`src/rtl/level_meter_mc.sv`:
```
// Multi-channel peak-hold level meter with sticky clip flags; one selected channel
// drives a bar/dot LED meter and a hex digit of its bar level.
module level_meter_mc #(
    parameter int unsigned CHANNELS     = 2,
    parameter int unsigned DATA_W       = 12,
    parameter int unsigned LED_N        = 10,
    parameter int unsigned HOLD_SAMPLES = 4800,
    parameter int unsigned DECAY_STEP   = 16
) (
    input  logic                       CLK,
    input  logic                       RESET,
    input  logic                       SAMPLE_TR,
    input  logic [CHANNELS*DATA_W-1:0] VALUE,
    input  logic [2:0]                 CH_SEL,
    input  logic                       MODE,
    input  logic                       CLIP_CLR,
    output logic [LED_N-1:0]           LED,
    output logic [6:0]                 HEXR,
    output logic [CHANNELS-1:0]        CLIP
);
    localparam int unsigned MAG_W  = DATA_W - 1;
    localparam int unsigned HOLD_W = $clog2(HOLD_SAMPLES + 1);
    localparam int unsigned PROD_W = MAG_W + 4;

    localparam logic [DATA_W-1:0] MID       = {1'b1, {MAG_W{1'b0}}};
    localparam logic [MAG_W-1:0]  MAG_FULL  = {MAG_W{1'b1}};
    localparam logic [HOLD_W-1:0] HOLD_INIT = HOLD_W'(HOLD_SAMPLES);
    localparam logic [MAG_W-1:0]  DECAY     = MAG_W'(DECAY_STEP);
    localparam logic [PROD_W-1:0] SCALE     = PROD_W'(LED_N + 1);

    function automatic logic [MAG_W-1:0] rectify(input logic [DATA_W-1:0] v);
        logic [DATA_W-1:0] diff;
        diff = MID - v;
        if (v[DATA_W-1]) begin
            return v[MAG_W-1:0];
        end else if (v == '0) begin
            return MAG_FULL;
        end
        return diff[MAG_W-1:0];
    endfunction

    function automatic logic [6:0] glyph(input logic [3:0] l);
        logic [6:0] g;
        unique case (l)
            4'h0: g = 7'b0111111;
            4'h1: g = 7'b0000110;
            4'h2: g = 7'b1011011;
            4'h3: g = 7'b1001111;
            4'h4: g = 7'b1100110;
            4'h5: g = 7'b1101101;
            4'h6: g = 7'b1111101;
            4'h7: g = 7'b0000111;
            4'h8: g = 7'b1111111;
            4'h9: g = 7'b1100111;
            4'hA: g = 7'b1110111;
            4'hB: g = 7'b1111100;
            4'hC: g = 7'b0111001;
            4'hD: g = 7'b1011110;
            4'hE: g = 7'b1111001;
            4'hF: g = 7'b1110001;
        endcase
        return g;
    endfunction

    logic                      valid_q;
    logic [MAG_W-1:0]          mag_q  [CHANNELS];
    logic [MAG_W-1:0]          peak_q [CHANNELS];
    logic [HOLD_W-1:0]         hold_q [CHANNELS];
    logic [CHANNELS-1:0]       clip_q;
    logic [CHANNELS-1:0]       clip_set;
    logic [LED_N-1:0]          led_q;
    logic [LED_N-1:0]          led_d;
    logic [6:0]                hexr_q;
    logic [MAG_W-1:0]          peak_sel;
    logic                      clip_sel;
    logic [PROD_W-1:0]         prod;
    logic [3:0]                level;

    always_comb begin
        clip_set = '0;
        for (int c = 0; c < CHANNELS; c++) begin
            clip_set[c] = valid_q && (mag_q[c] == MAG_FULL);
        end
    end

    // Stages 1 and 2: rectify on the strobe, then peak/hold/decay and clip on the next edge.
    always_ff @(posedge CLK) begin
        if (RESET) begin
            valid_q <= 1'b0;
            clip_q  <= '0;
            for (int c = 0; c < CHANNELS; c++) begin
                mag_q[c]  <= '0;
                peak_q[c] <= '0;
                hold_q[c] <= '0;
            end
        end else begin
            valid_q <= SAMPLE_TR;
            if (SAMPLE_TR) begin
                for (int c = 0; c < CHANNELS; c++) begin
                    mag_q[c] <= rectify(VALUE[c*DATA_W +: DATA_W]);
                end
            end
            if (valid_q) begin
                for (int c = 0; c < CHANNELS; c++) begin
                    if (mag_q[c] >= peak_q[c]) begin
                        peak_q[c] <= mag_q[c];
                        hold_q[c] <= HOLD_INIT;
                    end else if (hold_q[c] != '0) begin
                        hold_q[c] <= hold_q[c] - HOLD_W'(1);
                    end else if (32'(peak_q[c]) > DECAY_STEP) begin
                        peak_q[c] <= peak_q[c] - DECAY;
                    end else begin
                        peak_q[c] <= '0;
                    end
                end
            end
            // A set in the same cycle as a clear wins.
            clip_q <= (CLIP_CLR ? '0 : clip_q) | clip_set;
        end
    end

    // Out-of-range selections fall back to channel 0.
    always_comb begin
        peak_sel = peak_q[0];
        clip_sel = clip_q[0];
        for (int c = 1; c < CHANNELS; c++) begin
            if (int'(CH_SEL) == c) begin
                peak_sel = peak_q[c];
                clip_sel = clip_q[c];
            end
        end
        prod  = PROD_W'(peak_sel) * SCALE;
        level = prod[PROD_W-1 -: 4];
        led_d = '0;
        for (int i = 0; i < LED_N; i++) begin
            if (MODE) begin
                led_d[i] = (level != 4'd0) && (i == int'(level) - 1);
            end else begin
                led_d[i] = (i < int'(level));
            end
        end
        if (clip_sel) begin
            led_d[LED_N-1] = 1'b1;
        end
    end

    always_ff @(posedge CLK) begin
        if (RESET) begin
            led_q  <= '0;
            hexr_q <= 7'b0111111;
        end else begin
            led_q  <= led_d;
            hexr_q <= glyph(level);
        end
    end

    assign LED  = led_q;
    assign HEXR = hexr_q;
    assign CLIP = clip_q;

endmodule

```
`config.mk`:
```
export PLATFORM = sky130hd
export DESIGN_NAME = level_meter_mc
export DESIGN_NICKNAME = d
export VERILOG_FILES = /design/src/rtl/level_meter_mc.sv
export SDC_FILE = /design/constraint.sdc
export NUM_CORES = 1
export LEC_CHECK = 0
export ABC_AREA = 1
export CAP_MARGIN = 0
export CORE_MARGIN = 1.5
export CORE_UTILIZATION = 54
export DETAILED_ROUTE_END_ITERATION = 8
export HOLD_SLACK_MARGIN = 0.12
export PLACE_DENSITY = 0.77
export SYNTH_ARGS = -nofsm -noshare
export SYNTH_HDL_FRONTEND = slang
export SYNTH_SLANG_ARGS = --single-unit
```
`constraint.sdc`:
```
create_clock -name CLK -period 4.55 [get_ports CLK]
set_clock_uncertainty 0.15 [all_clocks]
set_input_delay 0.6825 -clock CLK [delete_from_list [all_inputs] [get_ports CLK]]
set_output_delay 0.6825 -clock CLK [all_outputs]
set_load 0.01 [all_outputs]
```
==> reports/qor_table.md, run 1 <==
| Item | Value | Unit |
|---|---|---|
| Result of the run | complete, no violations | - |
| Power density over the cells | 363.6 | mW/mm² |
| Adder and majority gate portion of the synthesized area | 13.06 | % |
| CP cell instances | clkdlybuf4s50_1 -> inv_2 -> nand3_4 -> buf_6 -> nand2_1 -> o21ai_0 -> ha_1 -> inv_1 -> fa_1 -> inv_1 -> ha_1 -> nand2_1 -> nor4_1 -> nand4_1 -> nand2_1 -> nand2_1 -> nand2_2 -> buf_4 -> ha_1 -> inv_1 -> nor2_2 -> nand4_1 -> a21oi_1 | - |
| Full die area | 0.01302 | mm² |
| Chip width | 114.1 | µm |
| Fraction of registers with async set or reset after synthesis | 0 | % |
| Crit path max-delay family | adder cells | - |
| Routing usage on met2 | 38.27 | % |
| Total power after layout | 0.002903 | W |
| Leakage | 3.608 | nW |
| Sw frac | 34.81 | % |
| Portion of netlist area occupied by mux cells | 0.1689 | % |
| Leading post-synthesis cells by cell area | sky130_fd_sc_hd__edfxtp_1 32%, sky130_fd_sc_hd__ha_1 11%, sky130_fd_sc_hd__nand2_1 7.7% | - |
| Internal | 0.001893 | W |
| Worst hold path class | flip-flop to flip-flop | - |
| Slack of the worst reg-to-reg path | 0.70 | ns |
| Cell with the most instances after synthesis | sky130_fd_sc_hd__nand2_1 | - |
| Time the worst path needs with I/O delays and setup | 4.314 | ns |
| Fraction of the mapped netlist area in simple logic gates | 24.76 | % |
| Crit path buf inv count | 7 | - |
| Source of the worst hold timing path | CLIP[1] | - |
| DR iter-0 viols | 406 | - |
| Required @ worst endpoint | 4.68 | ns |
| Number of detailed-route iterations in the first pass | 4 | - |
| Ys flop type | sky130_fd_sc_hd__edfxtp_1 | - |
| Comb pwr share | 39.5 | % |
| Post-CTS clock slew at the launch and capture registers of the worst setup and hold paths | 0.06 | ns |
| Via-per-instance ratio | 5.335 | - |
| Number of global-route vias before repair | 5,280 | - |
| Total number of nets in the final design | 1,028 | - |
| IO Pins | 51 | - |
| Overall routed net length | 14,100 | µm |
| Hold Path Depth | 2 | - |
| Share of the synthesized area in the top cell type | 31.53 | % |
| Cts bufs inserted | 9 | - |
| Data arrival at the endpoint of the critical path | 4.44 | ns |
| Worst flop-to-flop path endpoint | LED[5] | - |
| Fraction of met3 tracks used by global routing | 4.394 | % |
| Critical path's largest stage delay | 0.49 | ns |
| Floorplan core area | 0.01201 | mm² |
| Total nets after synthesis | 937 | - |
| Clock network latency to the later pin of the worst-skew pair | 0.35 | ns |
| Clock power frac | 24.1 | % |
| TritonCTS clock tree | done | - |
| Filler Cells Inserted | 995 | - |
| Layout overhead on the synthesized area | 19.78 | % |
| DRC violations left | 0 | - |
| Final clock period utilization by the worst path | 94.81 | % |
| Routed vias | 5,773 | - |
| Post-synthesis share of cell area spent on xor and xnor gates | 4.073 | % |
| GPL Wtd Cong | 0.9387 | - |
| Sequential area share after synthesis | 37.54 | % |
| Count of final hold-check violations | 0 | - |
| Ratio of cells with drive above 1 in the final layout | 12.41 | % |
| Kind of end point of the critical path | flip-flop | - |
| Dpl cell area | 0.007601 | mm² |
| Maximum number of pins on one net before global-route repair | 23 | - |
| Sequential share of power | 36.5 | % |
| Met1 usage in global routing | 28.36 | % |
| GRT Overall Usage | 22.42 | % |
| Effective utilization at floorplan | 55.50 | % |
| Antenna fix cells | 0 | - |
| Relative slew slack | 48.06 | % |
| Most Crowded Layer GR | met2 | - |
| Total stage count of the critical path | 23 | - |
| Synthesized area | 0.006666 | mm² |
| H-tree Lvls | 3 | - |
| Maximum resistive drop on vdd | 192.1 | µV |
| FF-to-FF path depth | 21 | - |
| Net load switching power | 0.001010 | W |
| Endpoint, Worst Hold | CLIP[1] | - |
| Master cell of the clock root buffer | sky130_fd_sc_hd__clkbuf_16 | - |
| Post-synthesis area per instance | 7.946 | µm² |
| CP Launch Type | input pin | - |
| Post-synthesis compound-gate area fraction | 11.69 | % |
| Cell Rows | 40 | - |
| Total of warnings raised by yosys | 0 | - |
| Design Area, Final | 0.007985 | mm² |
| Maximum number of buffers from clock root to sink | 2 | - |
| First-pass GRT wire length | 23,220 | µm |
| Port Buffer Count | 50 | - |
| Number of instances in the synthesized netlist | 839 | - |
| Timing-limited maximum frequency | 231.8 | MHz |
| Most area-hungry cell type in the Yosys netlist | sky130_fd_sc_hd__edfxtp_1 | - |
| Total congestion overflow | 0 | - |
| Setup Crit Path Kind | input pin to flip-flop | - |
| Antenna violations before repair | 0 | - |
| Placed wire-length estimate after detailed placement | 10,930 | µm |
| Number of buffers inserted by hold repair at cts | 0 | - |
| Post-synth cell types | 45 | - |
| Count of flip-flops with a built-in enable after synthesis | 70 | - |
| Maxcap violations | 0 | - |
| Most Frequent Cell on Critical Path | sky130_fd_sc_hd__nand2_1 | - |
| Die height | 114.1 | µm |
| Clock Sinks | 90 | - |
| List of most frequent post-synthesis cells | 137 x sky130_fd_sc_hd__nand2_1, 132 x sky130_fd_sc_hd__inv_1, 99 x sky130_fd_sc_hd__nor2_1 | - |
| Crit Path Max Fanout | 9 | - |
| Main combinational cell family by area after synthesis | simple AND/OR/NAND/NOR gates | - |
| Total of flip-flops plus latches after synthesis | 90 | - |
| Crit Reg-Reg Startpoint | peak_q[0][9] | - |
| Max Slew Vio Count | 0 | - |
| Setup Viol. Count Final | 0 | - |
| Worst-margin pin slew | 0.7772 | ns |
| Slowest CP cell | sky130_fd_sc_hd__fa_1 | - |
| Post-route antenna net violation count | 0 | - |
| Average wire length per cell after detail routing | 13.03 | µm |
==> worst max-delay path by stage <==
stage               startpoint     end  slack (ns)
global route         CH_SEL[2]  LED[4]       -0.04
CTS                  CH_SEL[0]  LED[1]       0.005
floorplan            CH_SEL[1]  LED[1]        0.09
global placement     CH_SEL[0]  LED[1]       -0.19
finish               CH_SEL[2]  LED[5]        0.24
detailed placement   CH_SEL[0]  LED[1]       -0.32
==> state kept, by name, summed over array words and instances (netlist names) <==
signal,count
CLIP,2
HEXR,7
LED,10
hold_q,26
mag_q,22
peak_q,22
valid_q,1
==> repair_timing <==
item | CTS | global route
setup endpoints to repair | 0 | 17
buffers inserted | 0 | 1
gates resized for setup | 0 | 30
==> cells in the final DEF (no fill, tap or decap), types with 12 or more instances in the layout <==
master                            instances
sky130_fd_sc_hd__ha_1                    58
sky130_fd_sc_hd__nor3_1                  12
sky130_fd_sc_hd__nand2_2                 15
sky130_fd_sc_hd__inv_1                  130
sky130_fd_sc_hd__xor2_1                  19
sky130_fd_sc_hd__nand2_1                136
sky130_fd_sc_hd__a21oi_1                 52
sky130_fd_sc_hd__nand4_1                 25
sky130_fd_sc_hd__nor2_1                  97
sky130_fd_sc_hd__xnor2_1                 12
sky130_fd_sc_hd__nand3_1                 41
sky130_fd_sc_hd__clkdlybuf4s50_1         49
sky130_fd_sc_hd__buf_4                   37
sky130_fd_sc_hd__dfxtp_1                 20
sky130_fd_sc_hd__edfxtp_1                70
sky130_fd_sc_hd__o21ai_0                 41
==> tightest hold or removal path: stages (launching register included) <==
cell and delay (ns):
sky130_fd_sc_hd__dfxtp_1 0.33, sky130_fd_sc_hd__nand2_1 0.08, sky130_fd_sc_hd__a21oi_1 0.06
==> cell families (layout without fill, tap and decap cells) <==
group	Yosys count	in the layout
AOI/OAI and AO/OA	140	140
xor gates and xnor gates	31	31
adders and majority gates	66	66
muxes	1	1
DFF	90	90
and+or+nand+nor	359	360
buffers and inverters	152	247
==> metal layers <==
layer	part of all wire [%]	up-vias	wire length, µm
met1	46	2609	6436
met5	0	-	0
met3	4.0	32	561
li1	-	2990	-
met4	2.8	0	400
met2	48	142	6700
==> power by group through the flow <==
stage | logic [W] | registers, W | clock network, W
floorplan | 0.000685 | 0.00108 | 0
global placement | 0.00105 | 0.00107 | 0
detailed placement | 0.00107 | 0.00108 | 0
CTS | 0.00108 | 0.00106 | 0.000705
global route | 0.00129 | 0.00107 | 0.000736
finish | 0.00115 | 0.00106 | 0.000699
==> cell type report <==
cell class / count / area [µm²] / area share, %
Clock buffer: 14 / 264.0 / 3.306
Clock inverter: 2 / 11.26 / 0.1410
Inverter: 142 / 533.0 / 6.675
Tap cell: 147 / 183.9 / 2.303
Multi-Input combinational cell: 598 / 3679 / 46.07
Sequential cell: 90 / 2502 / 31.34
Timing Repair Buffer: 89 / 812.0 / 10.17
==> per-stage QoR <==
| stage | hold slack (ns) | TNS [ns] | cells | util (%) | setup WS (ns) |
|---|---|---|---|---|---|
| 3_3_place_gp | 0.3454 | -1.883 | 1064 | 63.28 | -0.1902 |
| 3_5_place_dp | 0.3558 | -3.614 | 1064 | 63.28 | -0.3200 |
| 6_report | 0.3628 | 0 | 1082 | 66.48 | 0.2360 |
| 4_1_cts | 0.3650 | 0 | 1080 | 65.57 | 0.004578 |
| 5_1_grt | 0.3719 | -0.2422 | 1082 | 66.48 | -0.04411 |
| 2_1_floorplan | 0.3088 | 0 | 839 | - | 0.08997 |
Power figures use the tool's default switching activity.
==> inputs of run 2 (changes only) <==
- CTS_CLUSTER_DIAMETER: not set -> 200
==> results of run 2 <==
Same layout as run 1: the final DEF is identical, and so are final timing and power.
==> inputs of run 3 (changes only) <==
- PLACE_DENSITY: 0.77 -> 0.86
==> run 3 against run 2 <==
  * Largest power group unchanged
  * Critical path type unchanged
  * Worst hold slack improved by 0.014 ns
  * Sequential share of layout area shrank 0.31 points
  * Flip-flop and latch count did not move
  * Routed wire length is 2.2% higher
==> reports/qor_table.md, run 3 (same netlist as run 1, synthesis figures left out) <==
| Item | Value | Unit | Delta |
|---|---|---|---|
| Chip width | 114.1 | µm | unchanged |
| Final clock period utilization by the worst path | 96.66 | % | +1.9 points |
| First-pass GRT wire length | 23,800 | µm | +2.5% |
| Cts bufs inserted | 9 | - | unchanged |
| Port Buffer Count | 50 | - | unchanged |
| Cell Rows | 40 | - | unchanged |
| Maxcap violations | 0 | - | unchanged |
| GRT Overall Usage | 22.69 | % | +0.27 points |
| Final sum of negative setup slack | 0 | ns | unchanged |
| Die height | 114.1 | µm | unchanged |
| Master cell of the clock root buffer | sky130_fd_sc_hd__clkbuf_16 | - |  |
| Routed vias | 5,884 | - | +1.9% |
| CP Launch Type | input pin | - |  |
| Design Area, Final | 0.008065 | mm² | +1.0% |
| Slowest CP cell | sky130_fd_sc_hd__fa_1 | - |  |
| FF-to-FF path depth | 20 | - | -4.8% |
| Maximum number of buffers from clock root to sink | 2 | - | unchanged |
| Number of detailed-route iterations in the first pass | 5 | - | +1 |
| DR iter-0 viols | 527 | - | +30% |
| Count of final hold-check violations | 0 | - | unchanged |
| Placed wire-length estimate after detailed placement | 10,860 | µm | -0.62% |
| TritonCTS clock tree | done | - |  |
| CP cell instances | clkdlybuf4s50_1 -> inv_2 -> nand3_4 -> buf_6 -> nand2_1 -> o21ai_0 -> ha_1 -> inv_1 -> fa_1 -> inv_1 -> ha_1 -> nand2_1 -> nor4_1 -> nand2_2 -> nand2_1 -> nand2_2 -> buf_4 -> nand2_4 -> inv_1 -> nor2_2 -> a21oi_1 -> a21oi_1 | - |  |
| Antenna fix cells | 0 | - | unchanged |
| Source of the worst hold timing path | CLIP[0] | - |  |
| Final core utilization | 67.15 | % | +0.67 points |
| Commonest cells after routing, fill and taps aside | 134 x sky130_fd_sc_hd__nand2_1, 131 x sky130_fd_sc_hd__inv_1, 96 x sky130_fd_sc_hd__nor2_1 | - |  |
| Maximum number of pins on one net before global-route repair | 23 | - | unchanged |
| Overall routed net length | 14,410 | µm | +2.2% |
| Time the worst path needs with I/O delays and setup | 4.398 | ns | +0.08428 ns |
| Worst-margin pin slew | 0.8102 | ns | +0.03299 ns |
| Number of standard cells in the layout, taps in and fillers out | 1,082 | - | unchanged |
| Worst hold path class | flip-flop to flip-flop | - |  |
| IO Pins | 51 | - | unchanged |
| Dpl cells | 1,064 | - | unchanged |
| Critical path's largest stage delay | 0.50 | ns | about the same |
| Clock network latency to the later pin of the worst-skew pair | 0.34 | ns | about the same |
| Data arrival at the endpoint of the critical path | 4.52 | ns | +0.08 ns |
| Slack of the worst reg-to-reg path | 0.69 | ns | about the same |
| Startpoint of the most critical setup path | CH_SEL[2] | - |  |
| Layout overhead on the synthesized area | 20.98 | % |  |
| Maximum resistive drop on vdd | 193.4 | µV | +0.70% |
| Relative slew slack | 45.86 | % | -2.2 points |
| Register bank with the most flops | hold_q | - |  |
| Clock Sinks | 90 | - | unchanged |
| Filler Cells Inserted | 922 | - | -7.3% |
| Full die area | 0.01302 | mm² | unchanged |
| Leakage | 3.627 | nW | +0.53% |
| Largest register FFs | 26 | - | unchanged |
| Power density over the cells | 378.4 | mW/mm² | +4.1% |
| Total power after layout | 0.003052 | W | +5.1% |
| Effective utilization at floorplan | 55.50 | % | unchanged |
| Total number of nets in the final design | 1,028 | - | unchanged |
| Endpoint, Worst Hold | CLIP[0] | - |  |
| Average wire length per cell after detail routing | 13.32 | µm | +2.2% |
| Floorplan core area | 0.01201 | mm² | unchanged |
| Timing-limited maximum frequency | 227.4 | MHz | -1.9% |
| Total congestion overflow | 0 | - | unchanged |
| Max Slew Vio Count | 0 | - | unchanged |
| Hold Path Depth | 2 | - | unchanged |
| Ratio of cells with drive above 1 in the final layout | 13.05 | % | +0.64 points |
| H-tree Lvls | 3 | - | unchanged |
| Required @ worst endpoint | 4.67 | ns | about the same |
| GPL Wtd Cong | 0.9330 | - | -0.61% |
| Dpl cell area | 0.007589 | mm² | -0.16% |
| Setup Viol. Count Final | 0 | - | unchanged |
| Top Registers | hold_q x26, mag_q x22, peak_q x22 | - |  |
| Result of the run | complete, no violations | - |  |
| Antenna violations before repair | 0 | - | unchanged |
| Via-per-instance ratio | 5.438 | - | +1.9% |
| Post-CTS clock slew at the launch and capture registers of the worst setup and hold paths | 0.06 | ns | about the same |
| Commonest non-fill, non-tap cell in the layout | sky130_fd_sc_hd__nand2_1 | - |  |
| Number of global-route vias before repair | 5,501 | - | +4.2% |
| Kind of end point of the critical path | flip-flop | - |  |
| Crit Path Max Fanout | 12 | - | +3 |
| Setup Crit Path Kind | input pin to flip-flop | - |  |
| DRC violations left | 0 | - | unchanged |
| Worst flop-to-flop path endpoint | LED[9] | - |  |
| Crit Reg-Reg Startpoint | peak_q[0][7] | - |  |
| Post-route antenna net violation count | 0 | - | unchanged |
==> run 3: per-layer routing <==
layer  routed length, µm  GRT usage, %  up-vias  share of wire (%)
li1                    -             -     2999                  -
met1                6259         28.43     2652                 43
met2                6980         38.80      192                 48
met3                 700         3.547       41                4.9
met4                 466         10.25        0                3.2
met5                   0             0        -                  0
==> run 3: power by group <==
group | internal, W | switching [W] | total (W)
sequential | 0.000998 | 0.0000599 | 0.00106
combinational | 0.000525 | 0.000677 | 0.00120
clock | 0.000481 | 0.000311 | 0.000791
==> run 3: what timing repair did <==
action,CTS,global route
gates cloned,0,1
pin swaps,1,7
hold buffers,0,0
setup endpoints to repair,4,17
resized for setup,3,33
setup buffers,0,1
endpoints found under the hold margin,0,0
==> run 3: cell type report <==
cell class                 count  area (µm²)  area share [%]
clock buffer                   9       225.2           2.792
clock inverter                 7       92.59           1.148
inverter                     142       533.0           6.609
multi-input combinational    598        3729           46.23
sequential                    90        2502           31.03
tap                          147       183.9           2.280
timing repair buffer          89       799.5           9.913
==> run 3: metrics by stage <==
stage	setup WS [ns]	hold WS, ns
final	0.1517	0.3764
after detailed placement	-0.3431	0.3649
after global routing	-0.07247	0.4011
after global placement	-0.2000	0.3459
after floorplan	0.08997	0.3088
after CTS	0.04835	0.3736
==> run 3: how the worst max path moves through the flow <==
stage	depth (start not counted)	to
5_1_grt	22	LED[8]
3_3_place_gp	21	LED[9]
3_5_place_dp	20	LED[3]
6_report	22	LED[9]
4_1_cts	21	LED[9]
2_1_floorplan	24	LED[1]
==> run 3: critical path: cells and delay by family <==
family          cells  cell delay [ns]
buf+inv             7             1.12
simple gates        9             1.27
fa+ha+maj           3             1.10
compound gates      3             0.35
